## src/rtl/spatz_pkg.sv

```systemverilog
// Shared Spatz types: VRF address/data plus the read-streamer command, beat and state types.
package spatz_pkg;

    typedef struct packed {
        logic [4:0] vreg;
        logic [2:0] bank;
    } vreg_addr_t;

    typedef logic [31:0] vreg_data_t;

    // Command length field is sized for the widest streamer instance (LenWidth <= 16).
    localparam int unsigned VrfStreamLenW = 16;

    typedef struct packed {
        vreg_addr_t               addr;
        logic [VrfStreamLenW-1:0] len;
    } vrf_stream_cmd_t;

    typedef struct packed {
        vreg_data_t data;
        logic       last;
    } vrf_stream_beat_t;

    typedef enum logic [1:0] {
        IDLE  = 2'd0,
        ISSUE = 2'd1,
        DRAIN = 2'd2
    } vrf_stream_state_e;

endpackage

```

## src/rtl/spatz_vrf_stream_fifo.sv

```systemverilog
// Small operand FIFO for the VRF read streamer; registered head, push/pop in the same cycle allowed.
module spatz_vrf_stream_fifo
    import spatz_pkg::*;
#(
    parameter int unsigned Depth = 2,
    localparam int unsigned CntW = $clog2(Depth + 1)
) (
    input  logic             clk_i,
    input  logic             rst_ni,
    input  logic             push_i,
    input  vrf_stream_beat_t beat_i,
    input  logic             pop_i,
    output vrf_stream_beat_t beat_o,
    output logic             full_o,
    output logic             empty_o,
    output logic [CntW-1:0]  count_o
);

    localparam int unsigned PtrW = (Depth > 1) ? $clog2(Depth) : 1;

    vrf_stream_beat_t  mem_q [Depth];
    logic [PtrW-1:0]   wr_ptr_q, rd_ptr_q;
    logic [CntW-1:0]   cnt_q;
    logic              push_ok, pop_ok;

    function automatic logic [PtrW-1:0] ptr_inc(input logic [PtrW-1:0] p);
        return (p == PtrW'(Depth - 1)) ? '0 : p + PtrW'(1);
    endfunction

    assign full_o  = (cnt_q == CntW'(Depth));
    assign empty_o = (cnt_q == '0);
    assign count_o = cnt_q;
    assign beat_o  = mem_q[rd_ptr_q];

    assign push_ok = push_i & ~full_o;
    assign pop_ok  = pop_i & ~empty_o;

    always_ff @(posedge clk_i or negedge rst_ni) begin
        if (!rst_ni) begin
            for (int i = 0; i < int'(Depth); i++) mem_q[i] <= '0;
            wr_ptr_q <= '0;
            rd_ptr_q <= '0;
            cnt_q    <= '0;
        end else begin
            if (push_ok) begin
                mem_q[wr_ptr_q] <= beat_i;
                wr_ptr_q        <= ptr_inc(wr_ptr_q);
            end
            if (pop_ok) rd_ptr_q <= ptr_inc(rd_ptr_q);
            if (push_ok && !pop_ok)      cnt_q <= cnt_q + CntW'(1);
            else if (!push_ok && pop_ok) cnt_q <= cnt_q - CntW'(1);
        end
    end

endmodule

```

## src/rtl/spatz_vrf_rd_streamer.sv

```systemverilog
// Streams a run of VRF words from one read port to an operand consumer via a small FIFO.
// Optional stall counter output enabled by defining SPATZ_VRF_STREAMER_PERF_EN.
module spatz_vrf_rd_streamer
    import spatz_pkg::*;
#(
    parameter int unsigned FifoDepth = 2,
    parameter int unsigned LenWidth  = 8
) (
    input  logic                clk_i,
    input  logic                rst_ni,
    input  logic                cmd_valid_i,
    output logic                cmd_ready_o,
    input  vreg_addr_t          cmd_addr_i,
    input  logic [LenWidth-1:0] cmd_len_i,
    output logic                re_o,
    output vreg_addr_t          raddr_o,
    input  vreg_data_t          rdata_i,
    input  logic                rvalid_i,
    output vreg_data_t          data_o,
    output logic                data_last_o,
    output logic                data_valid_o,
    input  logic                data_ready_i,
    output logic                busy_o
`ifdef SPATZ_VRF_STREAMER_PERF_EN
    ,
    output logic [31:0]         stall_cnt_o
`endif
);

    localparam int unsigned AddrW = $bits(vreg_addr_t);
    localparam int unsigned CntW  = $clog2(FifoDepth + 1);

    vrf_stream_state_e state_q, state_d;
    vrf_stream_cmd_t   cmd_q, cmd_d;
    vrf_stream_beat_t  push_beat, head_beat;
    logic              push, cmd_acc;
    logic              fifo_full, fifo_empty;
    logic [CntW-1:0]   fifo_cnt;

    always_comb begin
        state_d     = state_q;
        cmd_d       = cmd_q;
        cmd_ready_o = 1'b0;
        re_o        = 1'b0;
        cmd_acc     = 1'b0;
        unique case (state_q)
            IDLE: begin
                cmd_ready_o = 1'b1;
                if (cmd_valid_i) begin
                    cmd_acc = 1'b1;
                    if (cmd_len_i != '0) begin
                        cmd_d.addr = cmd_addr_i;
                        cmd_d.len  = VrfStreamLenW'(cmd_len_i);
                        state_d    = ISSUE;
                    end
                end
            end
            ISSUE: begin
                // Registered occupancy only: keeps data_ready_i off the re_o path.
                re_o = ~fifo_full;
                if (re_o && rvalid_i) begin
                    cmd_d.addr = vreg_addr_t'(AddrW'(cmd_q.addr) + AddrW'(1));
                    cmd_d.len  = cmd_q.len - VrfStreamLenW'(1);
                    if (cmd_q.len == VrfStreamLenW'(1)) state_d = DRAIN;
                end
            end
            DRAIN: begin
                if (fifo_empty) state_d = IDLE;
            end
            default: state_d = IDLE;
        endcase
    end

    always_ff @(posedge clk_i or negedge rst_ni) begin
        if (!rst_ni) begin
            state_q <= IDLE;
            cmd_q   <= '0;
        end else begin
            state_q <= state_d;
            cmd_q   <= cmd_d;
        end
    end

    assign push           = re_o & rvalid_i;
    assign push_beat.data = rdata_i;
    assign push_beat.last = (cmd_q.len == VrfStreamLenW'(1));

    spatz_vrf_stream_fifo #(
        .Depth (FifoDepth)
    ) i_fifo (
        .clk_i   (clk_i),
        .rst_ni  (rst_ni),
        .push_i  (push),
        .beat_i  (push_beat),
        .pop_i   (data_ready_i),
        .beat_o  (head_beat),
        .full_o  (fifo_full),
        .empty_o (fifo_empty),
        .count_o (fifo_cnt)
    );

    assign raddr_o      = cmd_q.addr;
    assign busy_o       = (state_q != IDLE);
    assign data_valid_o = ~fifo_empty;
    assign data_o       = head_beat.data;
    assign data_last_o  = head_beat.last & ~fifo_empty;

`ifdef SPATZ_VRF_STREAMER_PERF_EN
    logic [31:0] stall_q;

    always_ff @(posedge clk_i or negedge rst_ni) begin
        if (!rst_ni)                                 stall_q <= '0;
        else if (cmd_acc)                            stall_q <= '0;
        else if (re_o && !rvalid_i && stall_q != '1) stall_q <= stall_q + 32'd1;
    end

    assign stall_cnt_o = stall_q;
`else
    logic unused_acc;
    assign unused_acc = cmd_acc;
`endif

endmodule

```

## config.mk

```make
export PLATFORM = sky130hd
export DESIGN_NAME = spatz_vrf_rd_streamer
export DESIGN_NICKNAME = d
export VERILOG_FILES = /design/src/rtl/spatz_pkg.sv /design/src/rtl/spatz_vrf_stream_fifo.sv /design/src/rtl/spatz_vrf_rd_streamer.sv
export SDC_FILE = /design/constraint.sdc
export NUM_CORES = 1
export LEC_CHECK = 0
export ABC_AREA = 0
export CAP_MARGIN = 40
export CORE_MARGIN = 2
export CORE_UTILIZATION = 35
export DETAILED_ROUTE_END_ITERATION = 8
export HOLD_SLACK_MARGIN = 0.02
export PLACE_DENSITY = 0.68
export SYNTH_ARGS = -nofsm -noshare
export SYNTH_HDL_FRONTEND = slang
export SYNTH_SLANG_ARGS = --single-unit
```

## constraint.sdc

```tcl
create_clock -name clk_i -period 5.75 [get_ports clk_i]
set_clock_uncertainty 0.15 [all_clocks]
set_input_delay 1.15 -clock clk_i [delete_from_list [all_inputs] [get_ports clk_i]]
set_output_delay 1.15 -clock clk_i [all_outputs]
set_load 0.03 [all_outputs]
```

==> metrics <==
final WL=10.7 mm; initial drt markers=187; metal2 WL=5.32 mm; Peak VDD IR=0.236 mV; top cells by area, synth=dfrtp_1 51%, mux2_2 23%, a21oi_1 1.7%; mux cell area share after synthesis=0.240; Synth top area share=0.513; Synth Cell Area=4680 sq um; Remaining Overflow, GRT=0; XOR/XNOR Fraction of Synth Area=0.00935; top_reg_cell synth=dfrtp_1; first-pass GRT wire length=17.5 mm; Synth async-reset ratio=1.00; post-CTS setup buffer count=0; vias=3329; Compound-Gate Fraction of Synth Area=0.0959; die area=14300 sq um; Num CTS Buffers=9; gr usage total=0.155; DRC viols=0; RSZ-0062 raised after global routing=no; GPL Wtd Cong=0.790; Top Layer Used=met4; Die H=120 um; Cell variety after synth=49; Startpoint Class=flop; initial core utilization=0.356; DRT Pass-1 Iters=5; Worst Slack Setup Final=2.19 ns; P_leak=2.43 nW; IO Port Bufs=97; Slew @ Worst Pin=0.777 ns; Avg WL per Cell=16.7 um; syn_area_per_cell=12.4 sq um; number of synthesized flops with an enable pin=0; Core Footprint=13100 sq um; Max Clk Rate=0.281 GHz; Setup TNS=0 ns; Ys Warns=0; WL met1=4.81 mm; Area growth, synth to finish=29.0%; top cells by count, synth=97 x mux2_2, 96 x dfrtp_1, 17 x nor2_1; max-slew violation count=0; CP max FO=32; Antenna Nets Post-Route=0; adder-cell share of the synthesized area=0.0107; Synthesized Nets=434; initial antenna violation count=0; CTS resizes=0; max_slew headroom=0.481; largest family of logic cells by synthesized area=multiplexers; routed wl met3=390 um; CP Class=reg2out; WP data required=4.45 ns; row cnt=42; hold slack=0.337 ns; Hold Crit Class=reg2reg; crit end category=output pin; hold_buf cts=0; most common cell in the netlist=mux2_2; vias in the first global route=3498; post-detail-place hpwl=7.20 mm; Ant. Diodes=0; ratio of cells with drive above 1 in the final layout=0.280; CTS Buffer Depth=2; CTS Sinks=96; Pwr Density=625 nW/um^2; post-synthesis register bit count=96; Tcrit/Tclk final=0.619; Die Span X=120 um; vias per inst=5.19; Layout Nets=519; CTS tree=done; H-tree depth=3; worst skew pair latency=0.34 ns; sequential share of the synthesized area=0.513; root buffer cell=clkbuf_16; fin crit period=3.56 ns; max-cap viol count=0; largest net degree at the start of global routing=61; Clock transition at path regs=0.06 ns; IO Count=98; simple-gate portion of the synthesized area=0.0850; status=complete, no violations; DP Worst Slack=2.13 ns; Synth area leader=dfrtp_1; crit path DAT=2.26 ns; final setup fails=0; Final Hold Viols=0; synthesized instance count=377
-- placed cells by master (no fill, tap or decap), types with 5 or more instances in the layout --
cell type        synthesis  routed
mux2_2                  97      97
dfrtp_1                 96      96
clkdlybuf4s50_1          0      96
nor2_1                  17      16
a21oi_1                 16      16
nand2_1                  9       9
o22ai_1                  9       9
clkbuf_16                0       9
inv_1                    8       8
or4_1                    8       8
o31ai_1                  6       6
o2bb2ai_1                6       6
a22oi_1                  5       5
o21ai_0                  5       5
nand4_1                  5       5
buf_4                    8       5
-- registers in the layout (all words and copies together), names as in the netlist --
name and cells:
i_fifo.mem_q 66, i_fifo.count_o 2, raddr_o 8, i_fifo.rd_ptr_q 1, cmd_q 16, state_q 2
i_fifo.wr_ptr_q 1
-- worst max-delay path, stage by stage (launching register included) --
cell	delay [ns]
dfrtp_1	0.43
buf_4	0.46
mux2_2	0.42
clkdlybuf4s50_1	0.59
-- area by class of cell --
| type | instances | area, sq um |
|---|---|---|
| clock inverters | 5 | 57.6 |
| fillers | 1232 | 7100 |
| repair buffers | 103 | 1030 |
| clock buffers | 9 | 225 |
| well taps | 176 | 220 |
| multi-input cells | 244 | 2070 |
| flip-flops and latches | 96 | 2400 |
| inverters | 8 | 30.0 |
-- cells by family after synthesis --
| group | Yosys count |
|---|---|
| mux | 100 |
| fa+ha+maj | 4 |
| xor+xnor | 5 |
| simple gates | 70 |
| buf+inv | 37 |
| flops | 96 |
| compound gates | 65 |
-- routing by layer --
layer,global-route usage,vias to the layer above
li1,-,1560
met1,0.199,1678
met2,0.259,79
met3,0.0266,12
met4,0.0676,0
met5,0,-
-- path summary, 6_finish.rpt --
kind / startpoint / to / slack [ns] / depth (start not counted)
min: i_fifo.mem_q[0] / i_fifo.mem_q[0] / 0.34 / 2
max in group asynchronous: rst_ni / i_fifo.mem_q[29] / 3.73 / 2
max reg2reg: state_q[0] / i_fifo.mem_q[63] / 3.06 / 6
max: i_fifo.rd_ptr_q / data_o[22] / 2.19 / 3
min in group asynchronous: rst_ni / raddr_o[7] / 0.74 / 1
min reg2reg: i_fifo.mem_q[0] / i_fifo.mem_q[0] / 0.34 / 2
-- power by group --
group | internal (mW) | switching [mW]
Combinational | 0.970 | 1.01
Clock | 0.333 | 0.250
Sequential | 1.00 | 0.209
-- per-stage QoR --
stage	util	total power [mW]	std cells	instance area [sq um]
global route	0.460	4.00	641	6040
detailed placement	0.438	3.21	627	5760
global placement	0.436	3.14	625	5720
CTS	0.460	3.81	641	6040
floorplan	-	2.57	377	4680
finish	0.460	3.77	641	6040
Note: power is estimated with default switching activity, not from simulation.
